### src/rtl/tdm_pkg.sv
// Shared TDM definitions: channel count, slot numbering and receiver FSM states.
// Imported by both ends of the link so slot 0..3 mean the same channel everywhere.
package tdm_pkg;

  localparam int N_CH   = 4;
  localparam int SLOT_W = 2;

  typedef logic [SLOT_W-1:0] slot_t;

  localparam slot_t FIRST_SLOT = slot_t'(0);
  localparam slot_t LAST_SLOT  = slot_t'(N_CH - 1);

  typedef enum logic {
    TDM_IDLE,
    TDM_RUN
  } tdm_state_t;

  // Slot numbering wraps naturally at N_CH because SLOT_W is exactly log2(N_CH).
  function automatic slot_t slot_inc(input slot_t s);
    return s + slot_t'(1);
  endfunction

endpackage

### src/rtl/tdm_demux4.sv
// Four-slot TDM demultiplexer: steers serial samples into slots 0..3 and publishes
// each completed frame on a registered word with a one-cycle strobe.
module tdm_demux4
  import tdm_pkg::*;
#(
  parameter int WIDTH = 1
) (
  input  logic                  clk,
  input  logic                  rst_n,
  input  logic [WIDTH-1:0]      din,
  input  logic                  din_valid,
  input  logic                  frame_start,
  output logic [N_CH*WIDTH-1:0] y,
  output logic                  frame_valid,
  output logic [SLOT_W-1:0]     slot,
  output logic                  locked,
  output logic                  sync_err
);

  tdm_state_t                   state_q, state_d;
  slot_t                        slot_q, slot_d;
  logic [N_CH-2:0][WIDTH-1:0]   shadow_q, shadow_d;
  logic [N_CH*WIDTH-1:0]        y_q, y_d;
  logic                         frame_valid_q, frame_valid_d;
  logic                         sync_err_q, sync_err_d;

  always_comb begin
    state_d       = state_q;
    slot_d        = slot_q;
    shadow_d      = shadow_q;
    y_d           = y_q;
    frame_valid_d = 1'b0;
    sync_err_d    = 1'b0;

    case (state_q)
      TDM_IDLE: begin
        // Unaligned samples before the first frame marker are dropped silently.
        if (din_valid && frame_start) begin
          shadow_d[0] = din;
          slot_d      = slot_inc(FIRST_SLOT);
          state_d     = TDM_RUN;
        end
      end

      TDM_RUN: begin
        if (din_valid) begin
          if (frame_start) begin
            // A marker always restarts the frame; stale slots 1..2 get overwritten
            // before they can be published, so they need no clearing.
            shadow_d[0] = din;
            slot_d      = slot_inc(FIRST_SLOT);
            sync_err_d  = (slot_q != FIRST_SLOT);
          end else if (slot_q == LAST_SLOT) begin
            y_d           = {din, shadow_q};
            frame_valid_d = 1'b1;
            slot_d        = FIRST_SLOT;
          end else begin
            case (slot_q)
              2'd0:    shadow_d[0] = din;
              2'd1:    shadow_d[1] = din;
              default: shadow_d[2] = din;
            endcase
            slot_d = slot_inc(slot_q);
          end
        end
      end

      default: state_d = TDM_IDLE;
    endcase
  end

  always_ff @(posedge clk or negedge rst_n) begin
    if (!rst_n) begin
      state_q       <= TDM_IDLE;
      slot_q        <= FIRST_SLOT;
      shadow_q      <= '0;
      y_q           <= '0;
      frame_valid_q <= 1'b0;
      sync_err_q    <= 1'b0;
    end else begin
      state_q       <= state_d;
      slot_q        <= slot_d;
      shadow_q      <= shadow_d;
      y_q           <= y_d;
      frame_valid_q <= frame_valid_d;
      sync_err_q    <= sync_err_d;
    end
  end

  assign y           = y_q;
  assign frame_valid = frame_valid_q;
  assign slot        = slot_q;
  assign locked      = (state_q == TDM_RUN);
  assign sync_err    = sync_err_q;

endmodule

### config.mk
export PLATFORM = sky130hd
export DESIGN_NAME = tdm_demux4
export DESIGN_NICKNAME = d
export VERILOG_FILES = /design/src/rtl/tdm_pkg.sv /design/src/rtl/tdm_demux4.sv
export SDC_FILE = /design/constraint.sdc
export NUM_CORES = 1
export LEC_CHECK = 0
export CAP_MARGIN = 30
export CORE_MARGIN = 1
export CORE_UTILIZATION = 41
export CTS_CLUSTER_DIAMETER = 150
export DETAILED_ROUTE_END_ITERATION = 10
export HOLD_SLACK_MARGIN = 0.05
export PLACE_DENSITY = 0.71
export REMOVE_ABC_BUFFERS = 1
export SYNTH_ARGS = -nofsm -noshare
export SYNTH_HDL_FRONTEND = slang
export SYNTH_SLANG_ARGS = --single-unit
### constraint.sdc
create_clock -name clk -period 1.7 [get_ports clk]
set_clock_uncertainty 0.2 [all_clocks]
set_input_delay 0.255 -clock clk [delete_from_list [all_inputs] [get_ports clk]]
set_output_delay 0.255 -clock clk [all_outputs]
set_load 0.005 [all_outputs]
Word level (Yosys, flattened, before mapping)
Cells that the tools add are included.
W data, S select, Z words.
- bitwise operators: 4
- equality and inequality tests: 6
- muxes and demuxes: 20
- $add $sub $neg: 1
- reductions and logical operators: 9
- operators by type and width (operator ; count):
    $mux W1 ; 14
    $reduce_and A5 Y1 ; 2
    $mux W2 ; 4
    $reduce_and A4 Y1 ; 2
    $ne A2 B2 Y1 const B ; 2
    $not A1 Y1 ; 4
    $pmux W2 S2 ; 1
    $ne A3 B2 Y1 const B ; 1
    $ne A3 B3 Y1 const B ; 1
    $add A2 B1 Y2 const B ; 1
    $eq A2 B1 Y1 const B ; 1
    $eq A2 B2 Y1 const B ; 1
    $logic_not A2 Y1 ; 1
    $pmux W1 S2 ; 1
    $reduce_and A2 Y1 ; 1
    $reduce_bool A2 Y1 ; 1
    $reduce_or A2 Y1 ; 1
    $logic_and A1 B1 Y1 ; 1
- register bits after elaboration: 12
- output and inout port bits: 9
- word-level logic and storage cells: 48
- bits of input ports: 5

Logic depth before layout (Yosys ltp)
- word-level depth: 6
- depth in mapped cells: 5

Worst setup path before layout
OpenSTA, ideal clock, no wires.
- kind: reg2reg
- start: reg slot_q[0], in the netlist slot[0]
- end: reg shadow_q[0] in the netlist's numbering
- library setup time: 0.125 ns
- period minus slack after synthesis: 1.665 ns
- path buffers: 0
- cell stages (with the launch flop): 6
- arrival: 1.340 ns
- setup slack: 0.035 ns
- path through: dfrtp_1 inv_1 ha_1 and3b_1 o21ai_0 mux2_2
- word-level cells in the longest chain between the ends: 3
- ends and longest elaborated chain (what ; RTL line ; RTL):
    start: declaration ; tdm_demux4.sv:21 ; slot_t slot_q, slot_d;
    start signal: assignment ; tdm_demux4.sv:82 ; slot_q <= slot_d;
    $eq A2 B2 Y1 or $logic_not A2 Y1 (tied branches) ; tdm_demux4.sv:53, tdm_demux4.sv:58 ;
    $ne A3 B3 Y1 (no line) or $ne A3 B2 Y1 (tied branches) ; - ;
    $reduce_and A4 Y1 (no line) * ; - ;
    end signal: assignment ; tdm_demux4.sv:83 ; shadow_q <= shadow_d;
    end: declaration ; tdm_demux4.sv:22 ; logic [N_CH-2:0][WIDTH-1:0] shadow_q, shadow_d;
Every way passes the cells marked *; elsewhere a longest branch is shown, timed or not.
A chain may end at the register's enable or synchronous reset.

Worst setup path after layout
- start: reg slot_q[1], in the netlist slot[1]
- end: reg shadow_q[0] in the netlist's numbering
The elaborated chain is that of the path after synthesis.

==> results.txt <==
Post-synth top cells = dfrtp_1, ha_1, mux2_4
Post-Synthesis Cell Area = 579 sq um
initial core utilization = 0.445
Root Driver = clkbuf_4
routability cong. = 0.736
final cycle utilization of the critical path = 0.973
final worst setup slack = 0.0458 ns
via count = 406
crit-path max FO = 3
CTS clk-pin slew, worst paths = 0.08 ns
Layout Nets = 80
Final Power = 991 uW
Port Buffers = 13
worst min path class = in -> async
layout cells sized above 1 = 0.362
Primary FF master, synth = dfrtp_1
largest net degree at the start of global routing = 13
DR iter-0 viols = 2
Crit. End Element = flip-flop
max capacitance violation total = 0
most frequent cell after synthesis = dfrtp_1
DRC viols = 0
worst skew pair latency = 0.27 ns
Die Ht = 39.6 microns
fin. max-slew vios = 0
Ys Warns = 0
CTS tree = yes
Fin Hold WS = 0.125 ns
TritonRoute pass-1 iters = 2
die width = 39.6 microns
antenna cell count = 0
Min Clock Period, post-route = 1.65 ns
Data arrival, critical path = 1.61 ns
row count = 13
Leak = 0.000439 uW
Yosys top cell area share = 0.518
total CTS buffers = 3
vias per inst = 4.83
Fmax = 605 MHz
syn_area_per_cell = 13.5 sq um
Routed WL per cell = 12.7 microns
CP required = 1.66 ns
post-DP HPWL = 781 microns
CP Launch Type = flip-flop
worst r2r path cells = 5
initial antenna violation count = 0
Final Hold Vio Count = 0
full die area = 0.00157 sq mm
CTS max path bufs = 2
post-synthesis sequential area ratio = 0.518
async set-or-reset flop fraction in the synthesized netlist = 1.00
kind of critical path = reg -> reg
worst vdd ir = 0.510 mV
top post-synthesis cells by area = dfrtp_1, mux2_4, ha_1
# setup viols final = 0
Area Growth Syn to Fin = 46.0%
unrepaired setup endpoints after global routing = false
total gr overflow = 0
Power Dens Cells = 1170 mW/mm^2
first-pass GRT wire length = 1650 microns
CTS sink count = 12
number of global-route vias before repair = 393
# IOs = 14
Unique masters post-synth = 16
Slew headroom = 0.651
Post-synth EDFFs = 0
run status = complete, no violations
H-tree depth = 1
ANT nets after route = 0
# hold bufs at CTS = 0
Synth Register Bits = 12
largest area contributor in the synthesized netlist = dfrtp_1
Tot GR Track Use = 0.166
core region area = 0.00130 sq mm
Mapped Cells = 43
worst slew pin tran = 0.522 ns
pre-CTS WS = -0.0317 ns
final WL = 1070 microns
power breakdown:
part / internal, uW / leakage [uW] / switching (uW)
registers: 368 / 0.000147 / 49.2
logic: 245 / 0.000271 / 102
clock network: 130 / 0.0000210 / 96.2
total: 744 / 0.000439 / 248
routing by layer:
layer | vias up | wire (microns) | global-route usage
met1 | 191 | 476 | 0.194
met2 | 13 | 516 | 0.270
met3 | 2 | 66 | 0.0568
met4 | 0 | 6 | 0.0776
li1 | 200 | - | -
met5 | - | 0 | 0
cell usage in the layout (no fill, tap or decap):
| cell type | instances |
|---|---|
| nand2_4 | 1 |
| buf_4 | 8 |
| mux2_4 | 6 |
| clkdlybuf4s50_1 | 11 |
| dlymetal6s2s_1 | 1 |
| dfrtp_2 | 1 |
| dfrtp_1 | 11 |
| o21ai_0 | 1 |
| a21o_2 | 1 |
| and3b_1 | 1 |
| o21a_1 | 1 |
| ha_1 | 5 |
| and3b_4 | 1 |
| o21ai_2 | 1 |
| clkbuf_4 | 3 |
| clkbuf_8 | 1 |
| dlygate4sd2_1 | 1 |
| nand3b_1 | 1 |
| nor3b_1 | 2 |
| nand2_1 | 4 |
| o22ai_1 | 1 |
| buf_6 | 1 |
| inv_1 | 3 |
| mux2_2 | 1 |
| nand3_1 | 1 |
cells by family after synthesis:
kind of cell | synth area share
flops | 0.518
simple gates | 0.130
mux | 0.168
compound gates | 0.0562
fa+ha+maj | 0.108
buf+inv | 0.0194
worst max-delay path, stage by stage, from the launching register on:
cell,delay (ns)
dfrtp_1,0.43
buf_4,0.15
ha_1,0.19
and3b_1,0.23
o21ai_2,0.06
mux2_4,0.30
state kept, by name, indices dropped and copies added (netlist names):
register and count:
sync_err 1, shadow_q 3, frame_valid 1, slot 2, y 4, locked 1
cell type report:
type / instances / area [sq um]
Clock buffer: 4 / 36.3
Fill cell: 118 / 455
Inverter: 3 / 11.3
Multi-Input combinational cell: 28 / 275
Sequential cell: 12 / 302
Tap cell: 15 / 18.8
Timing Repair Buffer: 22 / 203
repair_timing:
action                     in CTS  in global routing
gates resized for setup         3                  4
setup endpoints to repair       3                  3
buffers inserted                2                  2
path summary, 6_finish.rpt:
path	start	slack, ns	end
max	slot[1]$_DFFE_PN0P_	0.05	shadow_q[0]$_DFFE_PN0P_
min	rst_n	0.13	y[3]$_DFFE_PN0P_
max reg2reg	slot[1]$_DFFE_PN0P_	0.05	shadow_q[0]$_DFFE_PN0P_
min reg2reg	shadow_q[2]$_DFFE_PN0P_	0.31	y[2]$_DFFE_PN0P_
max in group asynchronous	rst_n	0.80	locked$_DFF_PN0_
min in group clk	shadow_q[2]$_DFFE_PN0P_	0.31	y[2]$_DFFE_PN0P_
per-stage QoR:
stage / util / cells / TNS, ns / cell area (sq um)
after floorplan: - / 43 / 0 / 579
after global placement: 0.588 / 76 / -0.00711 / 766
after detailed placement: 0.588 / 76 / -0.0969 / 766
after CTS: 0.631 / 82 / 0 / 821
after global routing: 0.650 / 84 / 0 / 846
final: 0.650 / 84 / 0 / 846
No activity file was read; power rests on OpenSTA's default activity.
